<file path="config.mk">
export PLATFORM = sky130hd
export DESIGN_NAME = bit_stream_gen
export DESIGN_NICKNAME = d
export VERILOG_FILES = /design/src/rtl/bit_stream_gen.sv
export SDC_FILE = /design/constraint.sdc
export NUM_CORES = 1
export LEC_CHECK = 0
export CORE_ASPECT_RATIO = 0.9
export CORE_MARGIN = 10
export CORE_UTILIZATION = 63
export CTS_BUF_LIST = sky130_fd_sc_hd__clkbuf_8
export DETAILED_ROUTE_END_ITERATION = 16
export GPL_ROUTABILITY_DRIVEN = 0
export PLACE_DENSITY = 0.83
export SYNTH_ARGS = -nofsm -noshare
export SYNTH_HDL_FRONTEND = slang
export SYNTH_SLANG_ARGS = --single-unit
</file>
<file path="constraint.sdc">
create_clock -name clk -period 2.9 [get_ports clk]
set_clock_uncertainty 0.2 [all_clocks]
set_input_delay 0.58 -clock clk [delete_from_list [all_inputs] [get_ports clk]]
set_output_delay 0.58 -clock clk [all_outputs]
set_load 0.05 [all_outputs]
</file>
<file path="src/rtl/bit_stream_gen.sv">
// Serial bit-stream generator: shifts a captured 16-bit pattern out LSB first,
// one bit every TICK_DIV clocks, with debounced load and pause/resume buttons.
module bit_stream_gen #(
  parameter int unsigned TICK_DIV   = 25000000,
  parameter int unsigned DEB_CYCLES = 250000
) (
  input  logic        clk,
  input  logic        reset,
  input  logic [15:0] pattern_in,
  input  logic        load_btn,
  input  logic        pause_btn,
  output logic        bit_out,
  output logic        bit_valid,
  output logic        paused,
  output logic [3:0]  pos
);

  localparam logic [31:0] TickLast = 32'(TICK_DIV - 1);
  localparam logic [23:0] DebLast  = 24'(DEB_CYCLES - 1);

  typedef enum logic [1:0] {
    StIdle   = 2'd0,
    StRun    = 2'd1,
    StPaused = 2'd2
  } state_e;

  // Button path, index 0 = load, index 1 = pause.
  logic [1:0]  sync1_q, sync2_q;
  logic [1:0]  deb_q, deb_prev_q;
  logic [23:0] deb_cnt_q [2];
  logic        load_evt, pause_evt;

  state_e      state_q, state_d;
  logic [31:0] tick_q, tick_d;
  logic [3:0]  pos_q, pos_d, pos_inc;
  logic [15:0] shadow_q, shadow_d;
  logic        bit_q, bit_d;
  logic        valid_q, valid_d;
  logic        paused_q, paused_d;

  // Synchronize raw buttons, then debounce: the accepted level flips only after
  // DEB_CYCLES consecutive samples disagree with it; any agreeing sample restarts.
  always_ff @(posedge clk) begin
    if (reset) begin
      sync1_q    <= '0;
      sync2_q    <= '0;
      deb_q      <= '0;
      deb_prev_q <= '0;
      for (int i = 0; i < 2; i++) begin
        deb_cnt_q[i] <= '0;
      end
    end else begin
      sync1_q    <= {pause_btn, load_btn};
      sync2_q    <= sync1_q;
      deb_prev_q <= deb_q;
      for (int i = 0; i < 2; i++) begin
        if (sync2_q[i] != deb_q[i]) begin
          if (deb_cnt_q[i] == DebLast) begin
            deb_q[i]     <= sync2_q[i];
            deb_cnt_q[i] <= '0;
          end else begin
            deb_cnt_q[i] <= deb_cnt_q[i] + 24'd1;
          end
        end else begin
          deb_cnt_q[i] <= '0;
        end
      end
    end
  end

  // Press events on debounced rising edges only.
  assign load_evt  = deb_q[0] & ~deb_prev_q[0];
  assign pause_evt = deb_q[1] & ~deb_prev_q[1];

  assign pos_inc = pos_q + 4'd1;

  // Next-state and datapath updates; load overrides everything, including pause.
  always_comb begin
    state_d  = state_q;
    tick_d   = tick_q;
    pos_d    = pos_q;
    shadow_d = shadow_q;
    bit_d    = bit_q;
    valid_d  = 1'b0;
    if (load_evt) begin
      state_d  = StRun;
      shadow_d = pattern_in;
      pos_d    = 4'd0;
      tick_d   = '0;
      bit_d    = pattern_in[0];
      valid_d  = 1'b1;
    end else begin
      unique case (state_q)
        StIdle: begin
          tick_d = '0;
          bit_d  = 1'b0;
        end
        StRun: begin
          if (pause_evt) begin
            // Tick is left untouched so resume continues the partial period.
            state_d = StPaused;
          end else if (tick_q == TickLast) begin
            tick_d  = '0;
            pos_d   = pos_inc;
            bit_d   = shadow_q[pos_inc];
            valid_d = 1'b1;
          end else begin
            tick_d = tick_q + 32'd1;
          end
        end
        StPaused: begin
          if (pause_evt) begin
            state_d = StRun;
          end
        end
        default: state_d = StIdle;
      endcase
    end
    paused_d = (state_d == StPaused);
  end

  // State and output registers.
  always_ff @(posedge clk) begin
    if (reset) begin
      state_q  <= StIdle;
      tick_q   <= '0;
      pos_q    <= '0;
      shadow_q <= '0;
      bit_q    <= 1'b0;
      valid_q  <= 1'b0;
      paused_q <= 1'b0;
    end else begin
      state_q  <= state_d;
      tick_q   <= tick_d;
      pos_q    <= pos_d;
      shadow_q <= shadow_d;
      bit_q    <= bit_d;
      valid_q  <= valid_d;
      paused_q <= paused_d;
    end
  end

  assign bit_out   = bit_q;
  assign bit_valid = valid_q;
  assign paused    = paused_q;
  assign pos       = pos_q;

endmodule

</file>
==> Yosys cells after proc, flatten, opt, wreduce, memory -nomap -nowiden <==
Memory sizes are Yosys's and may differ from the RTL's.
Cells that the tools add are included.
{ "classes": {"n_lt_le_gt_ge": 1, "n_eq_ne": 11, "bitwise_logic": 11, "n_mux": 47, "n_reduce_logical": 9, "add_sub_neg": 4} }
{ "op_table": {"columns": ["operator", "n"], "rows": [
  ["24-bit two-way mux", 6],
  ["32-bit two-way mux", 2],
  ["32-bit case mux with 2 select lines", 1],
  ["24-bit by 1-bit adder with 24-bit output, second input constant", 2],
  ["24-bit by 18-bit == test with 1-bit output, second input constant", 2],
  ["32-bit by 1-bit adder with 32-bit output, second input constant", 1],
  ["32-bit by 25-bit == test with 1-bit output, second input constant", 1],
  ["1-bit two-way mux", 32],
  ["2-bit two-way mux", 3],
  ["3-bit inequality test, second input constant", 2],
  ["1-bit OR", 6],
  ["2-bit case mux with 3 select lines", 1],
  ["2-bit AND reduction", 3],
  ["3-bit AND reduction", 2],
  ["4-bit by 5-bit less-than comparator with 1-bit output, second input constant", 1],
  ["4-bit by 1-bit adder with 4-bit output, second input constant", 1],
  ["1-bit binary-select mux with 4-bit select", 1],
  ["2-bit == test, second input constant", 2],
  ["1-bit NOT", 3],
  ["3-bit nonzero test", 1],
  ["1-bit AND", 2],
  ["2-bit by 1-bit == test with 1-bit output, second input constant", 1],
  ["2-bit logical NOT", 1],
  ["1-bit inequality test", 2],
  ["4 further kinds", 4]
]} }
{ "word_totals": {"reg_bits": 65, "mem_bits_rw": 48, "elab_cells": 96, "mem_count": 1, "input_bits": 20} }
{ "memory_table": {"columns": ["memory", "words", "word_bits", "read_ports", "rd_clocked_by_memory_dff", "wr", "line", "source"], "rows": [
  ["deb_cnt_q", 2, 24, 2, 0, 2, "30", "logic [23:0] deb_cnt_q [2];"]
]} }

==> Logic depth before layout (Yosys ltp) <==
Gate-level depths: netlist of the first run.
{ "depth": {"word_depth": 8, "ltp_mapped": 8} }

==> Least setup slack after synthesis of the first run <==
OpenSTA, ideal clock, no wires.
{ "synth_path": {"path_kind": "register -> register", "start": "memory deb_cnt_q[1][4]", "end": "memory deb_cnt_q[1][15] (data pin)", "setup_slack_ps": 422, "t_required_ps": 2443, "path_buffers": 3, "path_stages_with_launch": 8, "arrival_time_ps": 2021, "synth_period_minus_slack_ps": 2478, "cell_sequence": "edfxtp_1 clkbuf_1 or4b_2 nor4_1 or3_1 clkbuf_1 buf_2 nor2_1"} }
{ "synth_rtl": {"columns": ["element", "line"], "rows": [
  ["from (decl)", "30"]
]} }

==> Final worst setup path of the first run <==
{ "layout_path": {"start": "register tick_q[17]", "end": "register tick_q[21]"} }
{ "layout_between": {"elab_chain_cells": 4, "word_cells_on_any_way": 5, "cone_classes": "add/sub (1); eq/ne (1); mux (3)"} }
{ "layout_rtl": {"columns": ["element", "line", "source"], "rows": [
  ["from (decl)", "34", "logic [31:0] tick_q, tick_d;"],
  ["from (signal assigned)", "134", "tick_q <= tick_d;"],
  ["32-bit by 1-bit adder with 32-bit output or 32-bit by 25-bit == test with 1-bit output (tied branches)", "108, 102", null],
  ["32-bit two-way mux *", "102", "end else if (tick_q == TickLast) begin"],
  ["32-bit two-way mux *", "99", "if (pause_evt) begin"],
  ["32-bit case mux with 2 select lines *", "93", "unique case (state_q)"]
]} }
Every way passes the cells marked *; elsewhere a longest branch is shown, timed or not. The select of a mux whose other input is x is not followed.
A chain may end at the register's enable or synchronous reset.

==> run summary, run 1 <==
=================================================================================
DP HPWL ............................................................      8510 um
Antenna cell count .................................................            0
1st-pass router iterations .........................................            5
Num CTS Buffers ....................................................           17
Most common library cells after synthesis .......................... 82 x nand2_1, 78 x nor2_1, 65 x dfxtp_1, 48 x edfxtp_1, 42 x nand3_1
WP data required ...................................................      2.99 ns
Layout cell share with drive strength beyond 1 .....................        7.49%
Worst Tran Pin Value ...............................................     0.739 ns
Primary FF master, synth ...........................................      dfxtp_1
Setup violations, final ............................................            0
Data arrival, critical path ........................................      2.76 ns
Worst path setup slack after routing ...............................     0.232 ns
Internal portion of total power ....................................      2490 uW
Global-route wire length before repair .............................     20400 um
Vias post-DR .......................................................         4718
Status ............................................................. finished, final reports clean
Mean Syn Cell Area .................................................   9.15 sq um
Vias per cell ......................................................         5.70
Detailed-route DRC error count .....................................            0
Hold Crit Endpoint .................................................   sync2_q[0]
Max capacitance violation total ....................................            0
Endpoint of the worst register-to-register path ....................   tick_q[21]
Capturing element type of the critical path ........................    flip-flop
Biggest area contributors in the synthesized netlist ............... edfxtp_1 26%, dfxtp_1 23%, nand2_1 5.5%
Hold Crit Start ....................................................   sync1_q[0]
Proportion of power drawn by the clock network .....................        42.6%
Buffers on Ports ...................................................           26
Starting DRT DRC Count .............................................          402
Kind of start point of the critical path ...........................    flip-flop
Area of the die ....................................................  13100 sq um
Clock latency on the worst-skew pair ...............................      0.42 ns
Post-synthesis cell area ...........................................   5640 sq um
Post-synthesis to final-layout area growth .........................        16.6%
Worst reg-to-reg setup slack .......................................      0.23 ns
Worst-case hold slack ..............................................     0.247 ns
Most common cell in the netlist ....................................      nand2_1
Flip-flop and latch count after synthesis ..........................          113
Worst Hold Path Cells ..............................................            1
Number of sinks handled by clock tree synthesis ....................          113
Crit-path leading delay family ..................................... simple AND/OR/NAND/NOR gates
Clock tree from TritonCTS ..........................................         done
Horiz. Die Dim .....................................................       120 um
Number of nets with antenna violations after routing ...............            0
Antenna violations before repair ...................................            0
H-Tree Level Count .................................................            4
Worst hold path type ...............................................   reg -> reg
Proportion of synthesized chip area in sequential cells ............        48.6%
Fraction of synthesis flops using an asynchronous set or reset pin .           0%
Standard cell core area ............................................   8650 sq um
Total power after layout ...........................................      3170 uW
Achievable frequency ...............................................      375 MHz
Cells along the critical path ...................................... or4b_1 -> or4_4 -> nor3_4 -> buf_4 -> o21ai_0 -> o311ai_0 -> o31ai_1
Flop pwr share .....................................................        54.3%
CTS Root Cell ......................................................     clkbuf_8
WP buf/inv .........................................................            1
Number of gates resized after cts ..................................            0
Number of cells produced by synthesis ..............................          616
Maximum single-stage delay on the critical path ....................      0.52 ns
Buffers from clock root to sink, at most ...........................            2
P_leak .............................................................   0.00233 uW
Top-area cell type share of the netlist area .......................        25.6%
Switching Power ....................................................       676 uW
Shortest period the worst path allows ..............................      2.67 ns
Top cell type by total area after synthesis ........................     edfxtp_1
Beginning of the worst register-to-register path ...................   tick_q[17]
Post-synth cell types ..............................................           58
Final-stage net count ..............................................          719
Hold-fix buffer count after cts ....................................            0
Kind of critical path ..............................................   reg -> reg
Summed negative setup slack over all endpoints .....................         0 ns
Largest net degree at the start of global routing ..................           29
Clock transition at path regs ......................................      0.07 ns
Final number of max-transition violations ..........................            0
Post-place setup slack .............................................     0.246 ns
Reg2Reg Depth ......................................................            7
Number of flops mapped to enable cells by yosys ....................           48
RSZ-0062 raised after global routing ...............................        false
Power density relative to cell area ................................  482 nW/um^2
Final-report hold violation count ..................................            0
Warnings from Yosys ................................................            0
Post-detailed-route wirelength per cell ............................      14.5 um
Worst ir drop on vdd ...............................................     0.391 mV
Biggest fanout along the worst timing path .........................           14
Initial Utilization ................................................        65.2%
Chip Height ........................................................       110 um
Share of the cycle needed by the critical path after routing .......        92.0%
Routed WL ..........................................................     12000 um
Headroom to the max-slew limit .....................................        50.3%
Slowest cell on the critical path ..................................       or4b_1
Floorplan row count ................................................           32
Combinational Power Share ..........................................         3.1%
Remaining Overflow, GRT ............................................            0
Net switching fraction of the power ................................        21.3%
Tot GR Track Use ...................................................        18.8%
Number of global-route vias before repair ..........................         4539
# IOs ..............................................................           27
Setup repair bufs after CTS ........................................            0
=================================================================================
==> metal layers <==
metal | GRT usage, % | up-vias | wire (um)
li1 | - | 2327 | -
met1 | 22.8 | 2203 | 5180
met2 | 31.7 | 167 | 5870
met3 | 4.87 | 21 | 767
met4 | 7.49 | 0 | 159
met5 | 0 | - | 0
==> state kept, by name (all words and copies together) (netlist names), 2 cells and up <==
signal	flops
deb_q	2
deb_cnt_q	48
tick_q	32
sync2_q	2
shadow_q	16
sync1_q	2
state_q	2
pos	4
deb_prev_q	2
==> cell families after synthesis <==
group | Yosys count | share of synthesized area (%)
compound gates | 91 | 9.61
xor+xnor | 50 | 7.77
fa+ha+maj | 4 | 0.888
buf+inv | 32 | 2.35
flops | 113 | 48.6
mux | 10 | 2.69
other cells | 1 | 0.0665
simple gates | 315 | 28.0
==> final cells by class <==
type / instances / area, sq um
multi-input combinational: 518 / 2940
sequential: 113 / 2740
fill: 637 / 2070
timing repair buffer: 40 / 365
clock buffer: 18 / 248
tap: 119 / 149
clock inverter: 14 / 113
inverter: 5 / 18.8
==> cell usage in the layout, fill, tap and decap left out, drive strengths merged, types with 14 or more instances in the layout <==
cell type / synthesis / final
xnor2: 18 / 18
buf: 8 / 14
and3: 16 / 16
o21ai: 22 / 22
clkdlybuf4s50: 0 / 26
a21oi: 37 / 37
clkbuf: 19 / 18
nand2: 83 / 83
conb: 1 / 48
nand3: 42 / 42
nor2: 79 / 79
dfxtp: 65 / 65
nor3: 16 / 16
xor2: 32 / 32
edfxtp: 48 / 48
==> metrics by stage <==
step	cells	instance area (sq um)	util, %
2_1_floorplan	663	5810	-
5_1_grt	827	6580	76.0
6_report	827	6580	76.0
3_3_place_gp	795	6210	71.9
4_1_cts	827	6580	76.0
3_5_place_dp	795	6210	71.9
==> power groups by stage <==
stage	sequential [uW]	clock, uW	combinational, uW
after floorplan	1740	0	58.4
after global placement	1750	0	93.4
after detailed placement	1750	0	95.0
after CTS	1720	1370	96.0
after global routing	1720	1440	109
final	1720	1350	98.1
==> worst max path at each step <==
stage | start | end | slack, ns | cells past startpoint
after global routing | tick_q[17] | tick_q[23] | 0.16 | 7
after detailed placement | reset | tick_q[21] | 0.25 | 6
final | tick_q[17] | tick_q[21] | 0.23 | 7
after floorplan | deb_cnt_q[1][4] | deb_cnt_q[1][15] | 0.42 | 7
after global placement | reset | tick_q[21] | 0.30 | 6
after CTS | pos[0] | pos[0] | 0.25 | 1
Note: power is estimated with default switching activity, not from simulation.
==> run 2: changes to the inputs <==
--- a/config.mk
+++ b/config.mk
@@ -6,7 +6,7 @@
 export NUM_CORES = 1
 export LEC_CHECK = 0
 export CORE_ASPECT_RATIO = 0.9
-export CORE_MARGIN = 10
+export CORE_MARGIN = 2
 export CORE_UTILIZATION = 63
 export CTS_BUF_LIST = sky130_fd_sc_hd__clkbuf_8
 export DETAILED_ROUTE_END_ITERATION = 16
==> run 2 against run 1 <==
Register-to-register slack got worse by 0.02 ns. Routed wire length is 1.6% lower. Largest power group unchanged. Highest routed layer unchanged. Critical path type unchanged. Final area grew 0.61%. Power increased by 2.9%. Final cell count is 0.24% higher. Sequential share of layout area decreased by 0.25 points.
==> run summary, run 2 (same netlist as run 1, synthesis figures left out) <==
==================================================================================
P_leak ..............................................................   0.00234 uW   +0.21%
1st-pass router iterations ..........................................            5   unchanged
Tot GR Track Use ....................................................        26.2%   +7.4 points
Setup repair bufs after CTS .........................................            0   unchanged
Area of the die .....................................................   9720 sq um   -26%
Share of the cycle needed by the critical path after routing ........        92.8%   +0.82 points
Status .............................................................. finished, final reports clean
Summed negative setup slack over all endpoints ......................         0 ns   unchanged
Post-detailed-route wirelength per cell .............................      14.2 um   -1.9%
Top routing layer used ..............................................         met4
RSZ-0062 raised after global routing ................................        false
Number of cells after detailed placement ............................          797   +0.25%
Endpoint of the worst register-to-register path .....................   tick_q[23]
Hold-fix buffer count after cts .....................................            0   unchanged
Achievable frequency ................................................      372 MHz   -0.88%
Num CTS Buffers .....................................................           17   unchanged
Clock transition at path regs .......................................      0.07 ns   about the same
Shortest period the worst path allows ...............................      2.69 ns   +0.0238 ns
Capturing element type of the critical path .........................    flip-flop
End-of-flow core utilization ........................................        76.5%   +0.46 points
Vias post-DR ........................................................         4700   -0.38%
Antenna cell count ..................................................            0   unchanged
Final standard cell count with taps included and fillers excluded ...          829   +0.24%
Power density relative to cell area .................................  493 nW/um^2   +2.3%
Final number of max-transition violations ...........................            0   unchanged
H-Tree Level Count ..................................................            4   unchanged
Setup violations, final .............................................            0   unchanged
Vias per cell .......................................................         5.67   -0.62%
Detailed-route DRC error count ......................................            0   unchanged
Final-stage net count ...............................................          721   +0.28%
Total power after layout ............................................      3260 uW   +2.9%
Largest net degree at the start of global routing ...................           31   +6.9%
Standard cell core area .............................................   8650 sq um   unchanged
Number of global-route vias before repair ...........................         4576   +0.82%
Clock tree from TritonCTS ...........................................         done
Data arrival, critical path .........................................      2.79 ns   +0.03 ns
Launch point of the worst path ......................................   tick_q[17]
Worst reg-to-reg setup slack ........................................      0.21 ns   -0.02 ns
Most frequent cells in the layout ................................... 82 x nand2_1, 78 x nor2_1, 65 x dfxtp_1
Biggest fanout along the worst timing path ..........................            8   -6
Hold Crit Start .....................................................   sync1_q[0]
Routed wl met3 ......................................................       562 um   -27%
Layout cell share with drive strength beyond 1 ......................        7.89%   +0.40 points
Clock latency on the worst-skew pair ................................      0.42 ns   about the same
Largest register by flop count ......................................    deb_cnt_q
Buffers on Ports ....................................................           26   unchanged
Starting DRT DRC Count ..............................................          264   -34%
Horiz. Die Dim ......................................................       104 um   -13%
Worst hold path type ................................................   reg -> reg
Routed wl met2 ......................................................      5700 um   -3.0%
CTS Root Cell .......................................................     clkbuf_8
Number of gates resized after cts ...................................            0   unchanged
Floorplan row count .................................................           32   unchanged
Number of sinks handled by clock tree synthesis .....................          113   unchanged
DP HPWL .............................................................      8240 um   -3.1%
Remaining Overflow, GRT .............................................            0   unchanged
Beginning of the worst register-to-register path ....................   tick_q[17]
Most common cell after layout, fill and taps aside ..................      nand2_1
Number of nets with antenna violations after routing ................            0   unchanged
Final-report hold violation count ...................................            0   unchanged
Kind of critical path ...............................................   reg -> reg
Critical Path End ...................................................   tick_q[23]
Buffers from clock root to sink, at most ............................            2   unchanged
Worst ir drop on vdd ................................................     0.467 mV   +19%
Wire length the detailed router placed on met1 ......................      5360 um   +3.4%
Initial Utilization .................................................        65.2%   unchanged
Headroom to the max-slew limit ......................................        53.1%   +2.8 points
Global-route wire length before repair ..............................     20600 um   +0.95%
Worst Tran Pin Value ................................................     0.697 ns   -0.0418 ns
Routed WL ...........................................................     11800 um   -1.6%
WP data required ....................................................      2.99 ns   about the same
Kind of start point of the critical path ............................    flip-flop
Max capacitance violation total .....................................            0   unchanged
Post-synthesis to final-layout area growth ..........................        17.3%
# IOs ...............................................................           27   unchanged
Biggest regs ........................................................ deb_cnt_q (48), tick_q (32), shadow_q (16)
Chip Height .........................................................      93.7 um   -15%
Antenna violations before repair ....................................            0   unchanged
Reg2Reg Depth .......................................................            6   -1
Flip-flop count of the largest register, all copies and words added .           48   unchanged
==================================================================================
[run 2: changes by cell type in the layout (fill, tap and decap cells not counted), sizes merged]
| cell | change |
|---|---|
| buf | +2 |
| clkbuf | -1 |
| bufinv | +1 |
| inv | -4 |
| clkinv | +4 |
[run 2: power by group]
group	total [uW]	switching (uW)	internal (uW)	leakage [uW]
logic	97.5	48.4	49.1	0.00111
registers	1720	32.4	1690	0.00102
clock network	1440	617	827	0.000208
total	3260	697	2570	0.00234
[run 2: per-layer routing]
layer  global-route usage [%]  up-vias
met5                        0        -
met4                     10.5        0
met3                     6.87       20
met2                     44.3      127
met1                     32.6     2224
li1                         -     2329
[run 2: how the worst min path moves through the flow]
stage | end | slack [ns] | depth (start not counted)
floorplan | sync2_q[0] | 0.21 | 1
global placement | sync2_q[1] | 0.22 | 1
detailed placement | sync2_q[1] | 0.23 | 1
CTS | sync2_q[1] | 0.26 | 1
global route | shadow_q[3] | 0.27 | 2
finish | sync2_q[0] | 0.25 | 1
[run 2: worst max-delay path, cell delays in order, from the launching register on]
cell and delay [ns]:
dfxtp_1 0.37, or4b_1 0.52, or4_4 0.46, nor3_4 0.34, o21ai_0 0.34, o311ai_0 0.22, o31ai_1 0.12
[run 2: area by class of cell]
cell class | count | area, sq um
clock inverters | 15 | 151
fillers | 642 | 2030
clock buffers | 17 | 234
repair buffers | 42 | 380
inverters | 5 | 18.8
well taps | 119 | 149
multi-input cells | 518 | 2940
flip-flops and latches | 113 | 2740
[run 2: metrics by stage]
| step | setup WS, ns | area (sq um) | hold slack [ns] |
|---|---|---|---|
| finish | 0.208 | 6620 | 0.254 |
| detailed placement | 0.177 | 6230 | 0.234 |
| global placement | 0.231 | 6230 | 0.223 |
| CTS | 0.250 | 6620 | 0.257 |
| global route | 0.124 | 6620 | 0.274 |
| floorplan | 0.422 | 5810 | 0.214 |
==> variant, RTL diff (flow settings as in run 2) <==
The 3 states of `state_e` get a one-hot encoding in 3 bits.
--- a/src/rtl/bit_stream_gen.sv
+++ b/src/rtl/bit_stream_gen.sv
@@ -19,8 +19,8 @@
   localparam logic [23:0] DebLast  = 24'(DEB_CYCLES - 1);
 
-  typedef enum logic [1:0] {
-    StIdle   = 2'd0,
-    StRun    = 2'd1,
-    StPaused = 2'd2
+  typedef enum logic [2:0] {
+    StIdle   = 3'b001,
+    StRun    = 3'b010,
+    StPaused = 3'b100
   } state_e;
 
Function: no difference found for any inputs over 10 cycles, from zero or initial values and one cycle with reset high; not proved beyond that.
==> variant against run 2 <==
Critical path depth is 1 lower; worst setup slack worse by 0.038 ns; design area is 0.72% higher; maximum frequency is 1.4% lower; total power is 2.0% higher; worst hold slack worse by 0.0028 ns; synthesized area is 1.0% higher; sequential cell count is 1 higher; die area is 0.96% higher; largest power group unchanged; first-iteration DRC count is 50% higher; combinational power is 4% higher; highest routed layer unchanged; routed wire length is 6.9% higher.
==> variant: results (changes against run 2) <==
metric	value	unit	change
cts_root_buf	clkbuf_8		
post_drt_via_cell_ratio	5.81		+2.5%
syn_area_per_cell	9.41	µm²	+2.8%
power.static_leakage	2.19	nW	-6.3%
ir_drop	0.432	mV	-7.4%
slowest_stage	or4b_2		
post_cts_buffers	0		unchanged
nets	705		-2.2%
drive_gt1_share	8.07	%	+0.18 points
drtIter0Drc	396		+50%
grt_pass1_vias	4610		+0.74%
grtUsageTotal	27.9	%	+1.7 points
yosysSeqAreaShare	48.5	%	-0.13 points
power.switching	0.733	mW	+5.1%
routedWlPerCell	15.5	µm	+9.0%
worstHoldStart	sync1_q[1]		
fillers	593		-7.6%
vias	4724		+0.51%
grt_pass1_wl	21.6	mm	+4.7%
synth_fa_ha_area_share	0.879	%	-0.0088 points
critPathTopFamily	simple AND/OR/NAND/NOR gates		
startpoint	deb_cnt_q[1][10]		
synth_compound_area_share	8.20	%	-1.4 points
yosysUniqueCellTypes	49		-16%
clock_latency	0.42	ns	about the same
dp_cells	781		-2.0%
critPathMaxStageDelay	0.71	ns	+0.19 ns
cp_max_fo	21		+13
clkSlewWorstSetupHoldPaths	0.07	ns	about the same
whs_path_depth	1		unchanged
arrival	2.70	ns	-0.09 ns
yosysTopAreaCellShare	25.3	%	-0.25 points
synth_xor_area_share	9.07	%	+1.3 points
synthMuxAreaShare	2.64	%	-0.049 points
grt_max_degree	33		+6.5%
worst_pin_slew	0.717	ns	+0.0195 ns
outcome	completed		
largest_registers	deb_cnt_q x48, tick_q x32, shadow_q x16		
r2r_cells	5		-1
ys_top_cells_by_count	nor2_1 (75), dfxtp_1 (66), nand2_1 (57)		
dpl.hpwl	8.89	mm	+7.8%
yosys-top-cells-area	edfxtp_1 (25%), dfxtp_1 (23%), nor2_1 (4.9%)		
==> variant: cell count changes in the layout (fill, tap and decap cells not counted), sizes merged, moves of 8 or more <==
cell and delta:
nand2 -26, nand4 +16, nand3 -13, or4 +10, xnor2 +10, o31ai +9, inv +8, o21ai -8
==> variant: logic make-up (layout without fill, tap and decap cells) <==
family / Yosys count / in the layout
AO/OA/AOI/OAI: 79 / 79
flip-flops: 114 / 114
AND/OR/NAND/NOR: 297 / 297
XOR/XNOR: 59 / 59
adder cells (fa/ha/maj): 4 / 4
multiplexers: 10 / 10
other: 1 / 48
buffers and inverters: 41 / 83
==> variant: per-stage QoR <==
step           setup slack, ns  total power [mW]  area, µm²  hold slack (ns)
2_1_floorplan            0.496              1.82       5870            0.214
3_3_place_gp             0.190              1.86       6260            0.224
3_5_place_dp             0.199              1.87       6260            0.237
4_1_cts                  0.172              3.34       6660            0.257
5_1_grt                 0.0868              3.45       6660            0.271
6_report                 0.170              3.33       6660            0.252
==> variant: power by group through the flow <==
stage / Clock, mW / Combinational [mW] / Sequential (mW)
CTS: 1.51 / 0.0983 / 1.74
floorplan: 0 / 0.0577 / 1.76
finish: 1.49 / 0.101 / 1.74
global placement: 0 / 0.0941 / 1.77
detailed placement: 0 / 0.0971 / 1.77
global route: 1.60 / 0.112 / 1.74
==> variant: layer usage <==
layer / routed length [µm] / GRT usage, %
met2: 5930 / 45.8
met1: 5760 / 37.3
met5: 0 / 0
met4: 131 / 6.98
met3: 783 / 7.28
==> variant: cell type report <==
type | count | area share [%]
inverters | 13 | 0.732
multi-input cells | 497 | 44.1
clock buffers | 17 | 3.51
well taps | 119 | 2.23
repair buffers | 38 | 5.45
flip-flops and latches | 114 | 41.5
clock inverters | 15 | 2.55
==> variant: final timing paths <==
| check | end | slack, ns |
|---|---|---|
| min | sync2_q[1] | 0.25 |
| max | deb_cnt_q[1][12] | 0.17 |
| max reg2reg | deb_cnt_q[1][12] | 0.17 |
| min reg2reg | sync2_q[1] | 0.25 |
